`src/rtl/ch_accum_buf_pkg.sv`:
```
// Shared defaults and FSM encoding for the output-channel accumulation buffer.
package ch_accum_buf_pkg;
    localparam int ACC_DW       = 16;
    localparam int ACC_IN_FM_CH = 3;
    localparam int ACC_N_PIX    = 169;

    typedef enum logic [1:0] {
        ST_IDLE  = 2'd0,
        ST_ACCUM = 2'd1,
        ST_DRAIN = 2'd2
    } state_t;
endpackage

```
`src/rtl/ch_accum_buf_ram.sv`:
```
// Simple dual-port buffer: one write port, one registered read port.
module ch_accum_buf_ram #(
    parameter int DW    = 16,
    parameter int DEPTH = 169,
    parameter int AW    = $clog2(DEPTH)
) (
    input  logic          i_clk,
    input  logic          we,
    input  logic [AW-1:0] waddr,
    input  logic [DW-1:0] wdata,
    input  logic          re,
    input  logic [AW-1:0] raddr,
    output logic [DW-1:0] rdata
);
    logic [DW-1:0] mem [DEPTH];

    // Read data holds between reads so the drain logic can park on it.
    always_ff @(posedge i_clk) begin
        if (we) mem[waddr] <= wdata;
        if (re) rdata <= mem[raddr];
    end
endmodule

```
`src/rtl/ch_accum_buf.sv`:
```
// Sums IN_FM_CH passes of N_PIX conv results into one map, then streams it out via valid/ready.
module ch_accum_buf
    import ch_accum_buf_pkg::*;
#(
    parameter int DW       = ACC_DW,
    parameter int IN_FM_CH = ACC_IN_FM_CH,
    parameter int N_PIX    = ACC_N_PIX,
    parameter int AW       = $clog2(N_PIX)
) (
    input  logic          i_clk,
    input  logic          i_rst,
    input  logic          i_start,
    input  logic          i_en,
    input  logic [DW-1:0] i_data,
    output logic          o_busy,
    output logic          o_valid,
    output logic [DW-1:0] o_data,
    output logic          o_last,
    input  logic          i_ready,
    output logic          o_done,
    output logic          o_ovf,
    output logic          o_drop,
    output logic [1:0]    dbg_state
);
    localparam int CW = $clog2(IN_FM_CH + 1);
    localparam logic [AW-1:0] LAST_PIX = AW'(N_PIX - 1);
    localparam logic [CW-1:0] LAST_CH  = CW'(IN_FM_CH - 1);

    // Output handshake: a word transfers on any rising edge where o_valid && i_ready;
    // o_data/o_last never change while o_valid is high and i_ready is low.

    state_t state, state_nx;
    logic [AW-1:0] pix_cnt;
    logic [CW-1:0] ch_cnt;
    logic          in_full;
    logic          take;
    logic          s1_valid, s1_first, s1_last;
    logic [AW-1:0] s1_pix;
    logic [DW-1:0] s1_data;
    logic [DW:0]   sum;
    logic          sat_hit;
    logic [DW-1:0] sat_val;
    logic          rd_en, wr_en;
    logic [AW-1:0] rd_addr;
    logic [DW-1:0] rd_data, wr_data;
    logic [AW-1:0] dr_ptr;
    logic          dr_all, q_valid, q_last, o_move, dr_issue, final_hs;

    assign take     = (state == ST_ACCUM) && i_en && !in_full;
    assign o_move   = q_valid && (!o_valid || i_ready);
    assign dr_issue = (state == ST_DRAIN) && !dr_all && (!q_valid || o_move);
    assign final_hs = (state == ST_DRAIN) && o_valid && i_ready && o_last;
    assign rd_en    = take || dr_issue;
    assign rd_addr  = take ? pix_cnt : dr_ptr;
    assign o_busy   = (state != ST_IDLE);
    assign dbg_state = state;

    always_comb begin
        sum     = {rd_data[DW-1], rd_data} + {s1_data[DW-1], s1_data};
        sat_hit = sum[DW] ^ sum[DW-1];
        sat_val = sum[DW-1:0];
        if (sat_hit) sat_val = sum[DW] ? {1'b1, {(DW-1){1'b0}}} : {1'b0, {(DW-1){1'b1}}};
        wr_en   = s1_valid;
        wr_data = s1_first ? s1_data : sat_val;
    end

    ch_accum_buf_ram #(.DW(DW), .DEPTH(N_PIX), .AW(AW)) u_ram (
        .i_clk (i_clk),
        .we    (wr_en),
        .waddr (s1_pix),
        .wdata (wr_data),
        .re    (rd_en),
        .raddr (rd_addr),
        .rdata (rd_data)
    );

    always_ff @(posedge i_clk) begin
        if (i_rst) state <= ST_IDLE;
        else       state <= state_nx;
    end

    always_comb begin
        state_nx = state;
        case (state)
            ST_IDLE:  if (i_start) state_nx = ST_ACCUM;
            ST_ACCUM: if (s1_valid && s1_last) state_nx = ST_DRAIN;
            ST_DRAIN: if (final_hs) state_nx = ST_IDLE;
            default:  state_nx = ST_IDLE;
        endcase
    end

    // Input counters and the read-modify-write stage.
    always_ff @(posedge i_clk) begin
        if (i_rst) begin
            pix_cnt  <= '0;
            ch_cnt   <= '0;
            in_full  <= 1'b0;
            s1_valid <= 1'b0;
            s1_first <= 1'b0;
            s1_last  <= 1'b0;
            s1_pix   <= '0;
            s1_data  <= '0;
            o_ovf    <= 1'b0;
            o_drop   <= 1'b0;
        end else begin
            if (state == ST_IDLE && i_start) begin
                pix_cnt <= '0;
                ch_cnt  <= '0;
                in_full <= 1'b0;
                o_ovf   <= 1'b0;
                o_drop  <= 1'b0;
            end
            s1_valid <= take;
            if (take) begin
                s1_pix   <= pix_cnt;
                s1_data  <= i_data;
                s1_first <= (ch_cnt == '0);
                s1_last  <= (ch_cnt == LAST_CH) && (pix_cnt == LAST_PIX);
                if (pix_cnt == LAST_PIX) begin
                    pix_cnt <= '0;
                    if (ch_cnt == LAST_CH) in_full <= 1'b1;
                    else                   ch_cnt  <= ch_cnt + 1'b1;
                end else begin
                    pix_cnt <= pix_cnt + 1'b1;
                end
            end
            if (s1_valid && !s1_first && sat_hit) o_ovf <= 1'b1;
            // A dropped word wins over the clear so a same-cycle start still reports it.
            if (i_en && !take) o_drop <= 1'b1;
        end
    end

    // Drain: issue reads into a one-word holding stage (the RAM read register), then the output register.
    always_ff @(posedge i_clk) begin
        if (i_rst || state != ST_DRAIN) begin
            dr_ptr  <= '0;
            dr_all  <= 1'b0;
            q_valid <= 1'b0;
            q_last  <= 1'b0;
        end else begin
            if (dr_issue) begin
                dr_ptr  <= dr_ptr + 1'b1;
                dr_all  <= (dr_ptr == LAST_PIX);
                q_valid <= 1'b1;
                q_last  <= (dr_ptr == LAST_PIX);
            end else if (o_move) begin
                q_valid <= 1'b0;
            end
        end
    end

    always_ff @(posedge i_clk) begin
        if (i_rst) begin
            o_valid <= 1'b0;
            o_data  <= '0;
            o_last  <= 1'b0;
            o_done  <= 1'b0;
        end else begin
            o_done <= final_hs;
            if (o_move) begin
                o_valid <= 1'b1;
                o_data  <= rd_data;
                o_last  <= q_last;
            end else if (i_ready) begin
                o_valid <= 1'b0;
                o_last  <= 1'b0;
            end
        end
    end
endmodule
```
`config.mk`:
```
export PLATFORM = sky130hd
export DESIGN_NAME = ch_accum_buf
export DESIGN_NICKNAME = d
export VERILOG_FILES = /design/src/rtl/ch_accum_buf_pkg.sv /design/src/rtl/ch_accum_buf_ram.sv /design/src/rtl/ch_accum_buf.sv
export SDC_FILE = /design/constraint.sdc
export NUM_CORES = 2
export LEC_CHECK = 0
export BUFFER_PORTS_ARGS = -buffer_cell sky130_fd_sc_hd__buf_4
export CORE_MARGIN = 4
export CORE_UTILIZATION = 45
export CTS_BUF_LIST = sky130_fd_sc_hd__clkbuf_8
export DETAILED_ROUTE_END_ITERATION = 6
export SYNTH_ARGS = -nofsm -noshare
export SYNTH_HDL_FRONTEND = slang
export SYNTH_HIERARCHICAL = 1
export SYNTH_SLANG_ARGS = --single-unit
```
`constraint.sdc`:
```
create_clock -name i_clk -period 9.4 [get_ports i_clk]
set_input_delay 0.47 -clock i_clk [delete_from_list [all_inputs] [get_ports i_clk]]
set_output_delay 0.47 -clock i_clk [all_outputs]
set_load 0.1 [all_outputs]
```
==> run summary <==
Pwr Density: 202.9 nW/um^2
Final core utilization: 50.94%
CTS clk-pin slew, worst paths: 0.06 ns
Htree depth: 5
Mapped Cells: 5,370
Delay-heaviest family, CP: simple AND/OR/NAND/NOR gates
Worst hold margin: 0.2648 ns
DP Area: 114,200 sq um
Relative slew slack: -3.032%
Final WS setup: 3.413 ns
Unrepaired setup endpoints after global routing: no
Leakage: 0.03786 uW
Clock sinks: 2,791
GRT Resource Usage Total: 23.24%
Uppermost routed layer: met5
CTS tree: built
Failing checks: capacitance limit, slew limit
Met2 wire len: 138,100 um
Worst R2R Path Depth: 11
Most frequent cells in the layout: 2,720 x edfxtp_1, 540 x mux4_2, 469 x clkbuf_8, 306 x buf_4, 305 x mux2i_1
Routed Antenna Nets: 0
Final Net Count: 5,921
Crit path kind: reg -> reg
Root Buffer: clkbuf_8
Initial antenna violation count: 15
PortBufs: 44
Clock Skew: 0.07799 ns
First-pass GRT wire length: 418,500 um
Reg2reg start: dbg_state[0]
Area Overhead vs Synth: 12.38%
Critical path's slowest cell: nor3_1
Cell Chain, Critical Path: nor2b_1, and3b_1, buf_4, o21ai_4, buf_4, buf_4, mux4_2, o22ai_1, nor3_1, nor3_1, nor4_1
Endpoint type of the worst setup path: flop
Max Cap Viol: 2
Setup TNS: 0 ns
Latest clock arrival within the worst-skew pair: 1.14 ns
Ys Warns: 6
Detailed Route WL: 293,400 um
Largest net degree at the start of global routing: 170
Wire per inst: 31.16 um
Register area share after synthesis: 76.07%
Data arrival, critical path: 6.77 ns
Hold EP: o_valid
Number of synthesized flops with an enable pin: 2,720
Die width: 500.7 um
Die area: 250,700 sq um
Tightest Pin Transition: 1.534 ns
Layout fillers: 19,210
Req. time, crit path: 10.18 ns
RR Endpoint: u_ram/rdata[2]
Final Wtd Congestion: 0.8398
TritonRoute pass-1 iters: 5
Detail Route met3 WL: 27,900 um
Die height: 500.7 um
CP peak stage delay: 1.23 ns
Maximum VDD drop: 161.4 uV
Grt ovf: 0
Initial DRC count: 7,140
Vias: 57,040
Number of remaining DRC errors: 0
DR vias/cell: 6.059
Worst Path Buf+Inv: 3
Initial Utilization: 45.33%
R2R Setup Slk: 3.41 ns
Async S/R FF share, synth: 0%
Worst path most repeated cell: buf_4
Ports: 45
Share of post-route cells with drive strength above 1: 24.65%
Synthesis-stage register bit count: 2,791
Maximum clock path buffer count: 4
Rows: 180
Synthesized net count: 5,412
# setup viols final: 0
Post-CTS Setup Bufs: 0
Worst hold start: i_ready
Design Area, Final: 122,800 sq um
CTS Buf Count: 459
Commonest non-fill, non-tap cell in the layout: edfxtp_1
Met1 wire length: 117,800 um
Slew Limit Fails: 3
Hold Path Stages: 5
Critical Path Fanout Max: 40
Pre-CTS setup slack: 3.457 ns
Fin crit period: 5.987 ns
DPL Wire Length: 166,100 um
Avg Synthesized Cell Area: 20.34 sq um
Cell Area, Synth: 109,200 sq um
Prevailing post-synth register cell: edfxtp_1
Max Clock Freq: 167.0 MHz
Critical path startpoint category: flop
Number of global-route vias before repair: 56,530
Hold WC Path Type: in -> reg
CTS resizes: 0
Core area: 241,000 sq um
Synth unique cells: 82
Cts hold-fix bufs: 40
Status: finished, violations left
Final Hold Viols: 0
Period utilization: 63.70%
registers in the layout, summed over array words and instances (netlist names), 2 cells and up:
register / flops
s1_data: 16
u_ram/mem: 2704
pix_cnt: 8
u_ram/rdata: 16
o_data: 16
ch_cnt: 2
dbg_state: 2
s1_pix: 8
dr_ptr: 8
routing by layer:
metal  global-route usage [%]  vias up
met5                        0        -
met2                    35.93     2873
met3                    5.443      460
met4                    8.046        2
li1                         -    23470
met1                    32.68    30230
report_power, final:
group          switching (uW)  leakage (uW)  internal [uW]
logic                     885       0.00797            154
registers                14.9        0.0252          14200
clock network            4680       0.00470           4980
total                    5580        0.0379          19300
worst reg2reg max path, cell delays in order (launching register included):
cell and delay, ns:
dfxtp_1 0.35, nor2b_1 0.17, and3b_1 0.17, buf_4 0.24, o21ai_4 0.91, buf_4 0.74
buf_4 0.74, mux4_2 0.69, o22ai_1 0.18, nor3_1 0.10, nor3_1 1.23, nor4_1 0.16
worst max path at each step:
stage / start / to / slack [ns] / cells past startpoint
2_1_floorplan: s1_data[0] / u_ram/mem[0][0] / 2.05 / 10
3_3_place_gp: i_en / u_ram/rdata[8] / 3.07 / 12
3_5_place_dp: i_en / u_ram/rdata[2] / 3.46 / 11
4_1_cts: dbg_state[0] / u_ram/rdata[2] / 3.51 / 11
5_1_grt: dbg_state[0] / u_ram/rdata[2] / 3.24 / 11
6_report: dbg_state[0] / u_ram/rdata[2] / 3.41 / 11
Yosys cell counts (all sizes together) (15+ instances only):
cell       n  area (sq um)
nor2     227         852.1
edfxtp  2720         81680
nand3     34         170.2
mux2i    305          3053
a21oi    152         760.7
o21ai    106         556.8
ha        20         250.2
nor3     101         505.5
mux4     560         12690
dfxtp     71          1421
mux2      21         236.5
inv       19         71.31
o22ai     74         462.9
buf      188          1587
a22oi     37         277.8
nor4      15         93.84
o221ai   132          1242
a221oi    32         280.3
nand2    208         783.3
a211oi    21         157.7
nor2b     21         131.4
clkbuf   122         476.7
kinds of logic after synthesis:
logic type / share of synthesized area, %
AOI/OAI and AO/OA: 4.040
muxes: 14.63
buffers and inverters: 1.993
DFF: 76.07
and+or+nand+nor: 2.732
adders and majority gates: 0.3826
xor gates and xnor gates: 0.1535
area by class of cell:
class	count	area (sq um)	share of cell area [%]
clock buffer	469	6455	5.258
multi-input combinational	2244	24380	19.86
inverter	21	86.33	0.07032
sequential	2791	83100	67.69
timing repair buffer	362	3009	2.451
antenna	12	30.03	0.02446
clock inverter	331	1714	1.396
tap	3185	3985	3.246
metrics by stage:
step / instances / power, uW
floorplan: 5370 / 15090
global placement: 8562 / 15470
detailed placement: 8563 / 15520
CTS: 9403 / 25130
global route: 9404 / 25800
finish: 9415 / 24910
No activity file was read; power rests on OpenSTA's default activity.
